**src/rtl/store_buffer_pkg.sv**
```systemverilog
// Shared widths, buffer entry type and the STORE_BUFFER_FORWARD_EN build switch
// (defined: loads that hit the buffer are forwarded; undefined: they stall until drained).
package store_buffer_pkg;

  localparam int unsigned SbWord     = 32;
  localparam int unsigned SbAddressL = 32;

  typedef struct packed {
    logic [SbAddressL-1:0] addr;
    logic [SbWord-1:0]     data;
  } sb_entry_t;

`ifdef STORE_BUFFER_FORWARD_EN
  localparam bit SbForwardEn = 1'b1;
`else
  localparam bit SbForwardEn = 1'b0;
`endif

endpackage

```
**src/rtl/store_buffer_if.sv**
```systemverilog
// Data-memory port: the store buffer is the master, the memory is the slave.
interface store_buffer_if
  import store_buffer_pkg::*;
#(
  parameter int unsigned WORD     = SbWord,
  parameter int unsigned ADDRESSL = SbAddressL
);

  logic [ADDRESSL-1:0] memAddress;
  logic [WORD-1:0]     memWriteData;
  logic                memRead;
  logic                memWrite;
  logic [WORD-1:0]     memReadData;

  modport master (
    output memAddress,
    output memWriteData,
    output memRead,
    output memWrite,
    input  memReadData
  );

  modport slave (
    input  memAddress,
    input  memWriteData,
    input  memRead,
    input  memWrite,
    output memReadData
  );

endinterface

```
**src/rtl/sb_match.sv**
```systemverilog
// Address compare across all valid buffer entries; when forwarding is built in, also selects
// the data of the youngest matching entry (the one closest to the tail).
module sb_match
  import store_buffer_pkg::*;
#(
  parameter int unsigned DEPTH = 4,
  parameter int unsigned PTRW  = $clog2(DEPTH)
) (
  input  sb_entry_t             entries_i [DEPTH],
  input  logic [DEPTH-1:0]      valid_i,
  input  logic [PTRW-1:0]       head_i,
  input  logic [SbAddressL-1:0] req_address_i,
  output logic                  hit_o,
  output logic [SbWord-1:0]     data_o
);

  logic [DEPTH-1:0] match;

  for (genvar i = 0; i < DEPTH; i++) begin : g_cmp
    assign match[i] = valid_i[i] && (entries_i[i].addr == req_address_i);
  end

  assign hit_o = |match;

  if (SbForwardEn) begin : g_fwd
    logic [PTRW-1:0] idx;

    // Walk oldest to youngest so the last hit seen wins.
    always_comb begin
      data_o = '0;
      idx    = '0;
      for (int unsigned k = 0; k < DEPTH; k++) begin
        idx = PTRW'(head_i + PTRW'(k));
        if (match[idx]) begin
          data_o = entries_i[idx].data;
        end
      end
    end
  end else begin : g_no_fwd
    logic [DEPTH-1:0] unused_data;
    logic             unused_head;

    for (genvar i = 0; i < DEPTH; i++) begin : g_unused
      assign unused_data[i] = ^entries_i[i].data;
    end
    assign unused_head = ^head_i;
    assign data_o      = '0;
  end

endmodule

```
**src/rtl/store_buffer.sv**
```systemverilog
// MEM-stage store buffer: queues stores, drains them when the memory port is idle, and serves
// loads directly, by forwarding, or by stalling (see STORE_BUFFER_FORWARD_EN in the package).
module store_buffer
  import store_buffer_pkg::*;
#(
  parameter int unsigned WORD     = SbWord,
  parameter int unsigned ADDRESSL = SbAddressL,
  parameter int unsigned DEPTH    = 4,
  parameter int unsigned PTRW     = $clog2(DEPTH)
) (
  input  logic                clk,
  input  logic                rst,
  input  logic                storeReq,
  input  logic                loadReq,
  input  logic [ADDRESSL-1:0] reqAddress,
  input  logic [WORD-1:0]     reqWriteData,
  input  logic                flush,
  output logic [WORD-1:0]     loadData,
  output logic                stall,
  output logic                empty,
  store_buffer_if.master      mem
);

  localparam int unsigned CntW = PTRW + 1;

  sb_entry_t        entries_q [DEPTH];
  logic [PTRW-1:0]  head_q, tail_q;
  logic [CntW-1:0]  count_q, count_d;
  logic [DEPTH-1:0] valid;
  sb_entry_t        head_entry;

  logic            match_hit;
  logic [WORD-1:0] match_data;

  logic store_v, full, nonempty;
  logic push, drain;
  logic store_full, flush_stall, load_stall;
  logic load_miss, load_fwd;

  always_comb begin
    valid = '0;
    for (int unsigned i = 0; i < DEPTH; i++) begin
      valid[i] = CntW'(PTRW'(PTRW'(i) - head_q)) < count_q;
    end
  end

  assign head_entry = entries_q[head_q];

  sb_match #(
    .DEPTH (DEPTH),
    .PTRW  (PTRW)
  ) u_match (
    .entries_i     (entries_q),
    .valid_i       (valid),
    .head_i        (head_q),
    .req_address_i (reqAddress),
    .hit_o         (match_hit),
    .data_o        (match_data)
  );

  if (!SbForwardEn) begin : g_no_fwd
    logic unused_match_data;
    assign unused_match_data = ^match_data;
  end

  // A load always wins over a simultaneous (illegal) store.
  assign store_v     = storeReq && !loadReq;
  assign nonempty    = count_q != '0;
  assign full        = count_q == CntW'(DEPTH);
  assign flush_stall = flush && nonempty;
  assign store_full  = store_v && full;
  assign load_fwd    = SbForwardEn && loadReq && match_hit;
  assign load_stall  = !SbForwardEn && loadReq && match_hit;
  assign load_miss   = loadReq && !match_hit;
  // A stalled store is replayed by the pipeline, so it must not be pushed now.
  assign push        = store_v && !full && !flush_stall;
  assign drain       = nonempty && !load_miss && !push;
  assign count_d     = count_q + CntW'(push) - CntW'(drain);

  always_comb begin
    loadData         = '0;
    stall            = 1'b0;
    empty            = 1'b1;
    mem.memAddress   = '0;
    mem.memWriteData = '0;
    mem.memRead      = 1'b0;
    mem.memWrite     = 1'b0;
    if (rst) begin
      stall = store_full || flush_stall || load_stall;
      empty = !nonempty;
      if (load_miss) begin
        mem.memRead    = 1'b1;
        mem.memAddress = reqAddress;
        loadData       = mem.memReadData;
      end else if (load_fwd) begin
        loadData = match_data;
      end
      if (drain) begin
        mem.memWrite     = 1'b1;
        mem.memAddress   = head_entry.addr;
        mem.memWriteData = head_entry.data;
      end
    end
  end

  always_ff @(posedge clk) begin
    if (!rst) begin
      head_q  <= '0;
      tail_q  <= '0;
      count_q <= '0;
    end else begin
      if (push) begin
        tail_q <= tail_q + PTRW'(1);
      end
      if (drain) begin
        head_q <= head_q + PTRW'(1);
      end
      count_q <= count_d;
    end
  end

  // Payload needs no reset: only entries covered by count are ever read.
  always_ff @(posedge clk) begin
    if (rst && push) begin
      entries_q[tail_q] <= '{addr: reqAddress, data: reqWriteData};
    end
  end

  a_no_dual_req: assert property (@(posedge clk) disable iff (!rst) !(storeReq && loadReq));

endmodule
```
**src/flat_wrapper.sv**
```systemverilog
// flat-port wrapper written by rule: the top's interface ports become plain ports
module store_buffer_flat import store_buffer_pkg::*;
#(
  parameter int unsigned WORD     = SbWord,
  parameter int unsigned ADDRESSL = SbAddressL,
  parameter int unsigned DEPTH    = 4,
  parameter int unsigned PTRW     = $clog2(DEPTH)
)
  (clk, rst, storeReq, loadReq, reqAddress, reqWriteData, flush, loadData, stall, empty, mem_memAddress, mem_memWriteData, mem_memRead, mem_memWrite, mem_memReadData);
  store_buffer_if #(.WORD(WORD), .ADDRESSL(ADDRESSL)) mem_i ();
  input  logic clk;
  input  logic rst;
  input  logic storeReq;
  input  logic loadReq;
  input  logic [ADDRESSL-1:0] reqAddress;
  input  logic [WORD-1:0] reqWriteData;
  input  logic flush;
  output logic [WORD-1:0] loadData;
  output logic stall;
  output logic empty;
  output wire logic [$bits(mem_i.memAddress)-1:0] mem_memAddress;
  output wire logic [$bits(mem_i.memWriteData)-1:0] mem_memWriteData;
  output wire logic [$bits(mem_i.memRead)-1:0] mem_memRead;
  output wire logic [$bits(mem_i.memWrite)-1:0] mem_memWrite;
  input wire logic [$bits(mem_i.memReadData)-1:0] mem_memReadData;
  assign mem_memAddress = mem_i.memAddress;
  assign mem_memWriteData = mem_i.memWriteData;
  assign mem_memRead = mem_i.memRead;
  assign mem_memWrite = mem_i.memWrite;
  assign mem_i.memReadData = mem_memReadData;
  store_buffer #(.WORD(WORD), .ADDRESSL(ADDRESSL), .DEPTH(DEPTH), .PTRW(PTRW)) u_core (.clk(clk), .rst(rst), .storeReq(storeReq), .loadReq(loadReq), .reqAddress(reqAddress), .reqWriteData(reqWriteData), .flush(flush), .loadData(loadData), .stall(stall), .empty(empty), .mem(mem_i));
endmodule
```
**config.mk**
```make
export PLATFORM = sky130hd
export DESIGN_NAME = store_buffer_flat
export DESIGN_NICKNAME = d
export VERILOG_FILES = /design/src/rtl/store_buffer_pkg.sv /design/src/rtl/store_buffer_if.sv /design/src/rtl/sb_match.sv /design/src/rtl/store_buffer.sv /design/src/flat_wrapper.sv
export SDC_FILE = /design/constraint.sdc
export NUM_CORES = 1
export LEC_CHECK = 0
export ABC_CLOCK_PERIOD_IN_PS = 4000
export CAP_MARGIN = 30
export CORE_MARGIN = 2
export CORE_UTILIZATION = 43
export CTS_BUF_LIST = sky130_fd_sc_hd__clkbuf_4 sky130_fd_sc_hd__clkbuf_8
export CTS_CLUSTER_SIZE = 10
export DETAILED_ROUTE_END_ITERATION = 10
export MAX_ROUTING_LAYER = met4
export PLACE_DENSITY = 0.66
export SLEW_MARGIN = 20
export SYNTH_ARGS = -nofsm -noshare
export SYNTH_HDL_FRONTEND = slang
export SYNTH_SLANG_ARGS = --single-unit
```
**constraint.sdc**
```tcl
create_clock -name clk -period 4 [get_ports clk]
set_input_delay 0.6 -clock clk [delete_from_list [all_inputs] [get_ports clk]]
set_output_delay 0.6 -clock clk [all_outputs]
set_load 0.02 [all_outputs]
```
Word level (Yosys, flattened, before mapping)
Cells that the tools add are included.
{ "op_classes": {"n_eq_ne": 5, "n_bitwise": 2, "n_lt_le_gt_ge": 7, "add_sub_neg": 8, "mux": 19, "n_reduce_logical": 26} }
{ "ops": {"columns": ["operator", "count"], "rows": [
  ["$bwmux W256", 1],
  ["$mux W32", 7],
  ["$mux W64", 3],
  ["$bmux W64 S2", 1],
  ["$demux W64 S2", 1],
  ["$eq A32 B32 Y1", 4],
  ["$logic_and A1 B1 Y1", 15],
  ["$lt A2 B3 Y1", 4],
  ["$logic_not A1 Y1", 7],
  ["$ge A3 B3 Y1 const B", 2],
  ["$mux W1", 6],
  ["$not A2 Y3", 2],
  ["$add A2 B1 Y2 const B", 2],
  ["$reduce_or A4 Y1", 1],
  ["$sub A1 B2 Y2 const A", 2],
  ["$sub A2 B2 Y2 const A", 2],
  ["$add A3 B1 Y3", 1],
  ["$eq A3 B3 Y1 const B", 1],
  ["$lt A3 B1 Y1 const B", 1],
  ["$reduce_bool A3 Y1", 1],
  ["$sub A3 B1 Y3", 1],
  ["$logic_or A1 B1 Y1", 2]
]} }
{ "word_totals": {"output_inout_bits": 100, "reg_bits": 263, "elab_cells": 78, "input_bits": 101} }

Longest topological paths before layout
Gate-level depths: netlist of run 1.
{ "logic_depth": {"ltp_word": 11, "mapped_depth": 19} }

By module
From an unflattened synthesis of run 1, not the netlist that was laid out.
{ "hier_totals": {"hier_cells": 794, "hier_area_um2": 12366.9} }
{ "modules_own_cells": {"columns": ["mod", "area_per_inst_um2", "cells_each", "instances", "seq_area_each_um2"], "rows": [
  ["store_buffer", 10714.0, 584, 1, 7827.5],
  ["sb_match", 1652.8, 210, 1, 0.0]
]} }

Worst setup path after synthesis of run 1
No wires, ideal clock.
{ "synth_timing": {"kind": "reg-to-output", "startpoint": "register u_core.head_q[0]", "endpoint": "output port mem_memAddress[25]", "t_required_ns": 3.400, "arrival_time_ns": 3.153, "setup_slack_ns": 0.247, "path_stages_with_launch": 14, "cell_sequence": "dfxtp_1 > clkbuf_1 > clkbuf_1 > xnor2_1 > ha_1 > a21oi_1 > o211ai_1 > nor4_2 > a2111oi_4 > and2_1 > clkbuf_1 > buf_6 > buf_6 > mux2i_1"} }
{ "synth_between": {"elab_chain_len": 11, "elab_cells_between_ends": 25, "classes_between": "add/sub (4); order compare (4); mux (6); bitwise (1); reduce/logical (10)"} }
{ "synth_lines": {"columns": ["item", "line", "rtl"], "rows": [
  ["from (decl)", "store_buffer.sv:27", "logic [PTRW-1:0] head_q, tail_q;"],
  ["from (signal assigned)", "store_buffer.sv:116", "head_q <= head_q + PTRW'(1);"],
  ["$sub A1 B2 Y2 or $sub A2 B2 Y2 (tied branches)", "store_buffer.sv:43", "valid[i] = CntW'(PTRW'(PTRW'(i) - head_q)) < count_q;"],
  ["$lt A2 B3 Y1", "store_buffer.sv:43", null],
  ["$logic_and A1 B1 Y1", "sb_match.sv:20", "assign match[i] = valid_i[i] && (entries_i[i].addr == req_address_i);"],
  ["$reduce_or A4 Y1", "sb_match.sv:23", "assign hit_o = |match;"],
  ["$logic_not A1 Y1", "store_buffer.sv:74", "assign load_miss = loadReq && !match_hit;"],
  ["$logic_and A1 B1 Y1", "store_buffer.sv:74", null],
  ["$logic_not A1 Y1", "store_buffer.sv:77", "assign drain = nonempty && !load_miss && !push;"],
  ["$logic_and A1 B1 Y1 (2 in series)", "store_buffer.sv:77", null],
  ["$mux W32 *", "store_buffer.sv:98", "if (drain) begin"],
  ["$mux W32 *", "store_buffer.sv:88", "if (rst) begin"],
  ["to (decl)", "flat_wrapper.sv:21", "output wire logic [$bits(mem_i.memAddress)-1:0] mem_memAddress;"]
]} }
Mark *: on every way between the ends. The rest lies on a longest branch, timed or not. The select of a mux whose other input is x is not followed.

Worst setup path after layout of run 1
{ "layout_timing": {"startpoint": "input port reqAddress[3]", "endpoint": "output port mem_memAddress[28]"} }
{ "layout_between": {"elab_chain_len": 10, "elab_cells_between_ends": 17, "classes_between": "eq/ne (4); mux (3); reduce/logical (10)"} }
{ "layout_lines": {"columns": ["item", "line", "rtl"], "rows": [
  ["from (decl)", "flat_wrapper.sv:15", "input logic [ADDRESSL-1:0] reqAddress;"],
  ["$eq A32 B32 Y1", "sb_match.sv:20", null],
  ["$logic_and A1 B1 Y1", "sb_match.sv:20", null],
  ["$reduce_or A4 Y1 *", "sb_match.sv:23", null],
  ["$logic_not A1 Y1 *", "store_buffer.sv:74", null],
  ["$logic_and A1 B1 Y1 *", "store_buffer.sv:74", null],
  ["$logic_not A1 Y1", "store_buffer.sv:77", null],
  ["$logic_and A1 B1 Y1 (2 in series)", "store_buffer.sv:77", null],
  ["$mux W32 *", "store_buffer.sv:98", null],
  ["$mux W32 *", "store_buffer.sv:88", null]
]} }
Mark *: on every way between the ends. The rest lies on a longest branch, timed or not.

==> flow_metrics.env, run 1 <==
export IMPL_outcome="complete, no violations"
export IMPL_yosys_warnings=0
export IMPL_crit_top_cell="buf_4"
export IMPL_grt_pass1_wl_um=48600
export IMPL_fill_cells=2450
export IMPL_dr_pass1_iters=5
export IMPL_path_delay_family="buffers and inverters"
export IMPL_antenna_found_initial=0
export IMPL_wl_per_cell_um=21.3
export IMPL_async_reset_ff_share_pct=0
export IMPL_synthMuxAreaShare_pct=13.8
export IMPL_power_density_nw_per_um2=478
export IMPL_cts_buffers_inserted=44
export IMPL_min_path_type="in -> reg"
export IMPL_finalCritPeriodShare_pct=98.0
export IMPL_rows=63
export IMPL_hold_buffers=0
export IMPL_synth_edf_count=256
export IMPL_critPathLaunchType="input pin"
export IMPL_cts_buffer_depth=3
export IMPL_cts_tree="done"
export IMPL_syn_inst=842
export IMPL_slew_headroom_pct=54.6
export IMPL_synthAdderAreaFrac_pct=1.03
export IMPL_path_clk_slew_ps=60
export IMPL_die_height_um=177
export IMPL_timing_fmax_mhz=255
export IMPL_syn_nets=953
export IMPL_fin_nets=1228
export IMPL_ys_types=37
export IMPL_hold_viol_final=0
export IMPL_gr_total_overflow=0
export IMPL_cp_data_required_time_ps=3400
export IMPL_synthSimpleGateAreaFrac_pct=11.0
export IMPL_fin_cells=1541
export IMPL_crit_chain="clkdlybuf4s50_1, buf_4, xor2_2, nor4_2, o211ai_1, nor4_4, a2111oi_4, and2_4, buf_4, mux2i_2, buf_4, clkdlybuf4s15_1"
export IMPL_die_w_um=177
export IMPL_fin_crit_ps=3920
export IMPL_syn2layout_area_growth_pct=30.7
export IMPL_port_buffers=200
export IMPL_final_cell_mix="edfxtp_1 (256), buf_4 (112), xor2_1 (81), clkdlybuf4s50_1 (78), nand2_1 (66)"
export IMPL_synth_top_family_by_area="multiplexers"
export IMPL_ys_ff_latch=263
export IMPL_insertion_delay_ps=560
export IMPL_finalSetupViolCount=0
export IMPL_synth_compound_area_share_pct=0.896
export IMPL_final_common_cell="edfxtp_1"
export IMPL_post_route_cells_drive_above_1_share_pct=31.9
export IMPL_place_ws_ps=-496
export IMPL_slew_violations=0
export IMPL_critical_path_class="in -> out"
export IMPL_power_leakage_nw=6.13
export IMPL_drtIter0Drc=495
export IMPL_clockRootBuffer="clkbuf_8"
export IMPL_gp_congestion=0.865
export IMPL_synthesis_area_um2=12800
export IMPL_fin_hold_ws_ps=469
export IMPL_cap_violations=0
export IMPL_max_stage_delay_ps=390
export IMPL_start_util_pct=43.5
export IMPL_dpl_hpwl_um=22400
export IMPL_synth_flop_cell="edfxtp_1"
export IMPL_clock_skew_ps=27.6
export IMPL_ios=201
export IMPL_crit_buf_inv=5
export IMPL_coreArea_um2=29600
export IMPL_worst_slew_pin_slew_ps=680
export IMPL_via_per_inst=5.25
export IMPL_crit_path_end_kind="output port"
export IMPL_vias=8084
export IMPL_vdd_drop_max_mv=0.307
export IMPL_yosysSeqAreaShare_pct=60.9
export IMPL_synth_xor_area_share_pct=9.07
export IMPL_worst_slack_ps=78.7
export IMPL_die_area_um2=31300
export IMPL_first_global_vias=7954
export IMPL_drc=0
export IMPL_syn_area_per_cell_um2=15.3
export IMPL_diodes=0
export IMPL_grt_usage_pct=21.5
export IMPL_cp_max_fo=7
export IMPL_h_tree_depth=2
export IMPL_grt_max_degree=62
export IMPL_grt_setup_unrepaired="false"
export IMPL_clkSinkCount=263
export IMPL_critPathSlowestCell="clkdlybuf4s50_1"
export IMPL_cp_arrival_ps=3320
export IMPL_power_w=0.00803
export IMPL_placed_cells=1455
export IMPL_routed_wl_um=32900
export IMPL_drt_antenna_violating_nets=0
## metal layers
metal	up-vias	global-route usage, %	part of all wire (%)
li1	3707	-	-
met1	4006	29.2	43
met2	326	33.7	48
met3	45	4.08	7.3
met4	0	5.48	1.9
met5	-	-	0
## repair_timing
item	CTS	global route
buffers inserted	4	1
endpoints found under the hold margin	0	0
cloned	0	1
pin swaps	7	10
setup endpoints to repair	99	91
gates resized for setup	235	78
## cell type report
cell class / count / area [um2] / area share (%)
flip-flops and latches: 263 / 7840 / 46.7
well taps: 390 / 488 / 2.91
clock inverters: 18 / 108 / 0.641
repair buffers: 309 / 2760 / 16.4
inverters: 8 / 30.0 / 0.179
multi-input cells: 491 / 4820 / 28.7
clock buffers: 62 / 753 / 4.49
## sequential cells by signal, indices dropped and copies added (netlist names)
register	count
u_core.head_q	2
u_core.entries_q	256
u_core.count_q	3
u_core.tail_q	2
## where the power goes
part	leakage, nW	internal (W)	total, W	switching [W]
registers	2.37	0.00315	0.00322	0.0000694
clock network	0.458	0.00128	0.00233	0.00105
logic	3.31	0.00113	0.00248	0.00135
## metrics by stage
stage                     utilization [%]  instance area, um2  TNS [ps]
after floorplan                         -               12800         0
after global placement               53.6               15800    -39890
after detailed placement             53.6               15800    -37550
after CTS                            56.2               16600         0
after global routing                 56.8               16800         0
final                                56.8               16800         0
## worst paths after layout
kind                                      startpoint               endpoint  slack (ps)  depth (start not counted)
worst max register to register  u_core.entries_q[56]      u_core.count_q[2]         880                         15
worst max-delay path                   reqAddress[3]     mem_memAddress[28]          80                         12
worst min register to register      u_core.tail_q[1]       u_core.tail_q[1]         570                          2
worst min-delay path                  reqAddress[28]  u_core.entries_q[124]         470                          1
## synthesized netlist by cell type (3+ instances only)
library cell / n / share of area (%)
edfxtp_1: 256 / 60
xor2_1: 89 / 6.1
nand2_1: 67 / 2.0
mux4_2: 64 / 11
xnor2_1: 44 / 3.0
and2_1: 38 / 1.9
buf_2: 34 / 1.3
nand3_1: 34 / 1.3
mux2i_1: 33 / 2.6
nor3_2: 33 / 2.6
clkbuf_1: 32 / 0.93
nor4_1: 22 / 1.1
nand4_1: 18 / 0.88
ha_1: 9 / 0.88
inv_1: 8 / 0.23
buf_1: 7 / 0.20
buf_6: 7 / 0.61
dfxtp_1: 7 / 1.1
and3_1: 6 / 0.29
nor2_1: 5 / 0.15
a21oi_1: 4 / 0.16
o211ai_1: 4 / 0.23
nand2b_1: 3 / 0.15
nor3_1: 3 / 0.12
nor4_2: 3 / 0.29
## logic make-up after synthesis
family	count (synthesis)
compound gates	14
xor+xnor	133
fa+ha+maj	10
buf+inv	88
flops	263
mux	97
simple gates	237
## worst reg2reg max path, stage by stage (launching register included)
cell and delay [ps]:
edfxtp_1 390, xor2_1 190, nor4_2 300, buf_4 160, nand4_1 140, nor4_4 350
a2111oi_4 90, and2_4 220, buf_4 140, buf_6 130, nor2_1 90, ha_1 150
inv_1 50, fa_1 370, xnor2_1 130, and2_1 150
Note: power is estimated with default switching activity, not from simulation.
==> run 2: changes to the inputs <==
--- a/config.mk
+++ b/config.mk
@@ -12,3 +12,2 @@
 export CTS_BUF_LIST = sky130_fd_sc_hd__clkbuf_4 sky130_fd_sc_hd__clkbuf_8
-export CTS_CLUSTER_SIZE = 10
 export DETAILED_ROUTE_END_ITERATION = 10
@@ -16,2 +15,3 @@
 export PLACE_DENSITY = 0.66
+export RECOVER_POWER = 25
 export SLEW_MARGIN = 20
==> constraint.sdc (replaced) <==
create_clock -name clk -period 4 [get_ports clk]
set_input_delay 1.2 -clock clk [delete_from_list [all_inputs] [get_ports clk]]
set_output_delay 1.2 -clock clk [all_outputs]
set_load 0.02 [all_outputs]
==> flow_metrics.env, run 2 (synthesis results as in run 1) <==
export IMPL_outcome="complete, but fails checks"
export IMPL_violations="setup timing"
export IMPL_p_int_w=0.00595
export IMPL_clock_skew_ps=19.8
export IMPL_cp_arrival_ps=3780
export IMPL_slew_violations=0
export IMPL_cap_violations=0
export IMPL_p_seq_share_pct=36.8
export IMPL_grt_setup_unrepaired="true"
export IMPL_clkPwrFrac_pct=26.7
export IMPL_h_tree_depth=2
export IMPL_r2r_start="u_core.entries_q[103]"
export IMPL_vdd_drop_max_mv=0.290
export IMPL_final_common_cell="edfxtp_1"
export IMPL_cts_buffer_depth=3
export IMPL_drtIter0Drc=559
export IMPL_coreArea_um2=29600
export IMPL_critical_path_class="in -> out"
export IMPL_crit_path_end_kind="output port"
export IMPL_power_leakage_nw=6.77
export IMPL_finalInstanceArea_um2=18800
export IMPL_reg2reg_slack_ps=450
export IMPL_placed_cells=1463
export IMPL_slew_headroom_pct=50.5
export IMPL_die_w_um=177
export IMPL_post_route_cells_drive_above_1_share_pct=47.9
export IMPL_fin_nets=1294
export IMPL_diodes=0
export IMPL_grt_max_degree=65
export IMPL_final_core_util_pct=63.7
export IMPL_final_cell_mix="edfxtp_1 (256), buf_6 (116), buf_4 (111), clkdlybuf4s50_1 (68), nand2_1 (66)"
export IMPL_wl_per_cell_um=21.6
export IMPL_path_clk_slew_ps=60
export IMPL_ios=201
export IMPL_hold_path_cell_count=2
export IMPL_top_regs="u_core.entries_q: 256 flops, u_core.count_q: 3 flops"
export IMPL_crit_path_start="reqAddress[4]"
export IMPL_grt_usage_pct=23.1
export IMPL_fin_setup_tns_ps=-79250
export IMPL_gr_total_overflow=0
export IMPL_endpoint="loadData[5]"
export IMPL_vias=8486
export IMPL_place_ws_ps=-1720
export IMPL_clkSinkCount=263
export IMPL_syn2layout_area_growth_pct=46.5
export IMPL_combPwrFrac_pct=36.5
export IMPL_dpl_hpwl_um=22600
export IMPL_timing_fmax_mhz=201
export IMPL_clockRootBuffer="clkbuf_8"
export IMPL_r2r_end="u_core.count_q[2]"
export IMPL_first_global_vias=8763
export IMPL_power_switching_w=0.00275
export IMPL_finalSetupViolCount=99
export IMPL_cts_tree="done"
export IMPL_fill_cells=2166
export IMPL_dr_pass1_iters=5
export IMPL_hold_viol_final=0
export IMPL_critPathLaunchType="input pin"
export IMPL_routed_wl_um=34800
export IMPL_p_sw_share_pct=31.6
export IMPL_drc=0
export IMPL_drt_antenna_violating_nets=0
export IMPL_port_buffers=200
export IMPL_die_height_um=177
export IMPL_rows=63
export IMPL_finalCritPeriodShare_pct=125
export IMPL_place_area_um2=16500
export IMPL_antenna_found_initial=0
export IMPL_regMostFlops="u_core.entries_q"
export IMPL_fin_cells=1608
export IMPL_grt_pass1_wl_um=52200
export IMPL_power_density_nw_per_um2=462
export IMPL_cts_buffers_inserted=43
export IMPL_cp_data_required_time_ps=2800
export IMPL_gp_congestion=0.892
export IMPL_largest_reg_flops=256
export IMPL_cp_max_fo=5
export IMPL_via_per_inst=5.28
export IMPL_fin_crit_ps=4980
export IMPL_worst_slack_ps=-982
export IMPL_die_area_um2=31300
export IMPL_worst_slew_pin_slew_ps=743
export IMPL_min_path_type="reg -> reg"
export IMPL_reg2reg_depth=18
export IMPL_insertion_delay_ps=560
export IMPL_start_util_pct=43.5
run 2: changes by cell type in the layout (fill, tap and decap cells not counted), moves of 22 or more:
| cell | previous run | this run |
|---|---|---|
| dlygate4sd2_1 | 49 | 0 |
| buf_6 | 5 | 116 |
| mux2i_1 | 29 | 7 |
| nor3_2 | 34 | 2 |
| nor3_4 | 0 | 32 |
| mux2i_4 | 0 | 22 |
run 2: repair_timing:
action                                  CTS  global route
pin swaps                                39            31
cloned                                    5             0
gates resized for setup                 831            57
buffers inserted                         53            23
hold buffers                              0             0
endpoints found under the setup margin  101            99
run 2: worst max-delay path, cell delays in order:
cell       delay, ps
buf_8            100
buf_8            130
buf_6            120
xor2_2           170
nor4_2           270
nand4_1          210
nor4_4           310
a2111oi_4         80
buf_4            160
and3_4           190
buf_12           130
buf_16           120
buf_6            110
buf_6            110
buf_6            100
and2_4           140
buf_6            120
run 2: worst min-delay path by stage:
stage,from,endpoint,slack [ps]
2_1_floorplan,u_core.tail_q[1],u_core.tail_q[1],530
3_5_place_dp,u_core.tail_q[1],u_core.tail_q[1],560
5_1_grt,u_core.tail_q[1],u_core.tail_q[1],590
4_1_cts,u_core.tail_q[1],u_core.tail_q[1],570
6_report,u_core.tail_q[1],u_core.tail_q[1],570
3_3_place_gp,u_core.tail_q[1],u_core.tail_q[1],550
run 2: power by group through the flow:
stage | sequential, W | clock (W) | combinational (W)
5_1_grt | 0.00321 | 0.00249 | 0.00338
4_1_cts | 0.00320 | 0.00238 | 0.00314
3_3_place_gp | 0.00325 | 0 | 0.00298
6_report | 0.00320 | 0.00233 | 0.00318
3_5_place_dp | 0.00325 | 0 | 0.00299
2_1_floorplan | 0.00324 | 0 | 0.00192
run 2: routing by layer:
metal  global-route usage (%)  wire length [um]
met5                        -                 0
met1                     31.0             14400
met4                     6.75               814
met2                     36.8             17100
met3                     3.61              2450
run 2: layout make-up:
class / instances / area, um2 / share of cell area [%]
Clock inverter: 25 / 166 / 0.884
Multi-Input combinational cell: 491 / 5730 / 30.4
Clock buffer: 55 / 694 / 3.69
Timing Repair Buffer: 376 / 3890 / 20.6
Sequential cell: 263 / 7840 / 41.6
Inverter: 8 / 30.0 / 0.159
Tap cell: 390 / 488 / 2.59
run 2: per-stage QoR:
stage                     total power (W)  hold slack [ps]
after detailed placement          0.00625              557
after global placement            0.00623              550
after CTS                         0.00872              574
final                             0.00870              573
after floorplan                   0.00516              528
after global routing              0.00908              595
==> patch, RTL diff (flow settings as in run 1) <==
Build with the macro `STORE_BUFFER_FORWARD_EN` defined.
--- a/src/rtl/store_buffer_pkg.sv
+++ b/src/rtl/store_buffer_pkg.sv
@@ -1,5 +1,7 @@
 // Shared widths, buffer entry type and the STORE_BUFFER_FORWARD_EN build switch
 // (defined: loads that hit the buffer are forwarded; undefined: they stall until drained).
+`define STORE_BUFFER_FORWARD_EN
+
 package store_buffer_pkg;
 
   localparam int unsigned SbWord     = 32;
Behaviour: not the same (a bounded check fails within 4 cycles, from zero or initial values and one cycle with rst low).
==> patch against run 1 <==
The run now ends with DRC, setup timing left; worst setup slack worse by 0.29 ns; routed wire length is 63% higher; final area is 39% higher; clock power is 4% higher; critical path depth stayed put; power is 16% higher; maximum frequency is 6.9% lower; sequential cell count stayed put; synthesized area is 21% higher; global-route usage is 6.7 points higher; final cell count is 41% higher; non-clock buffer count is 173 higher.
==> patch: results <==
cells_and_area:
  inv_count: 39
  multi_input_area_share: 0.389
  seq-cell-share: 0.335
  n_all_buffers: 482
  num-fill-cells: 2654
  drive_gt1_frac: 0.468
  diodes: 5
  fin_nets: 1791
  nonClkBufAreaFrac: 0.207
  clk_share: 0.0380
  nMultiInputCombCells: 848
clocking:
  cts_resized: 719
  clk_latency_ns: 0.59
placement:
  pre_cts_slack_ns: -0.940
  dp_hpwl_um: 35300
  postPlaceCellArea_um2: 19800
drt:
  drc: 32
  wl_per_cell_um: 24.6
  viasPerCell: 5.85
  first_iter_violations: 1034
  firstDrtPassIters: 9
logic_synthesis:
  ys_seq_area_frac: 0.502
  synth_area_leaders: "edfxtp_1, mux4_2, xnor2_1, mux2i_1, nor2_1"
  synthesis.nets: 1372
  synth_compound_area_frac: 0.0854
  synthMuxAreaShare: 0.179
  ys_types: 61
  synthAdderAreaFrac: 0.00851
timing:
  setup_slack_ns: -0.210
  setup_viol_count_final: 97
  finClkSkew_ns: 0.0216
  relSlewSlack: 0.479
worst_hold_path:
  hold_start: "reqAddress[16]"
  hold_depth: 2
  hold_class: "input port to flop"
power_and_ir_drop:
  fin_total_pwr_mw: 9.33
  p_switching_mw: 3.14
outcome:
  status: "complete, but fails checks"
  violations: "DRC, setup timing"
die:
  nWellTaps: 461
setup_path:
  critPathMaxStageDelay_ns: 0.57
  r2r_slack_ns: 0.29
  path_max_fanout: 13
  r2r_start: "u_core.entries_q[171]$_DFFE_PP_"
global_routing:
  grt_pass1_vias: 12800
  antenna_found_initial: 4
  track_usage: 0.282
  grt_start_max_net_pins: 129
  grt_first_pass_wirelength_um: 78000
patch: cell types whose count changed after synthesis, moves of 31 or more:
cell | before | now
a211oi_1 | 0 | 33
and2_1 | 38 | 2
mux2i_1 | 33 | 67
nand3_1 | 34 | 3
nor2_1 | 5 | 172
nor3_2 | 33 | 1
o221ai_1 | 0 | 32
o22ai_1 | 0 | 32
xnor2_1 | 44 | 107
xor2_1 | 89 | 28
patch: critical path, delay by kind of cell:
| family | cells | cell delay, ns |
|---|---|---|
| compound gates | 2 | 0.46 |
| xor+xnor | 1 | 0.13 |
| buf+inv | 5 | 1.18 |
| simple gates | 4 | 1.23 |
patch: metal layers:
metal	wire length, um	track usage	vias to the layer above
met3	3570	0.0496	80
met2	26200	0.452	462
met1	22700	0.373	6547
li1	-	-	5661
met5	0	-	-
met4	1240	0.0795	0
patch: metrics by stage:
step | instances | utilization
after floorplan | 1261 | -
after global placement | 2018 | 0.555
after detailed placement | 2018 | 0.555
after CTS | 2139 | 0.618
after global routing | 2177 | 0.656
final | 2178 | 0.656
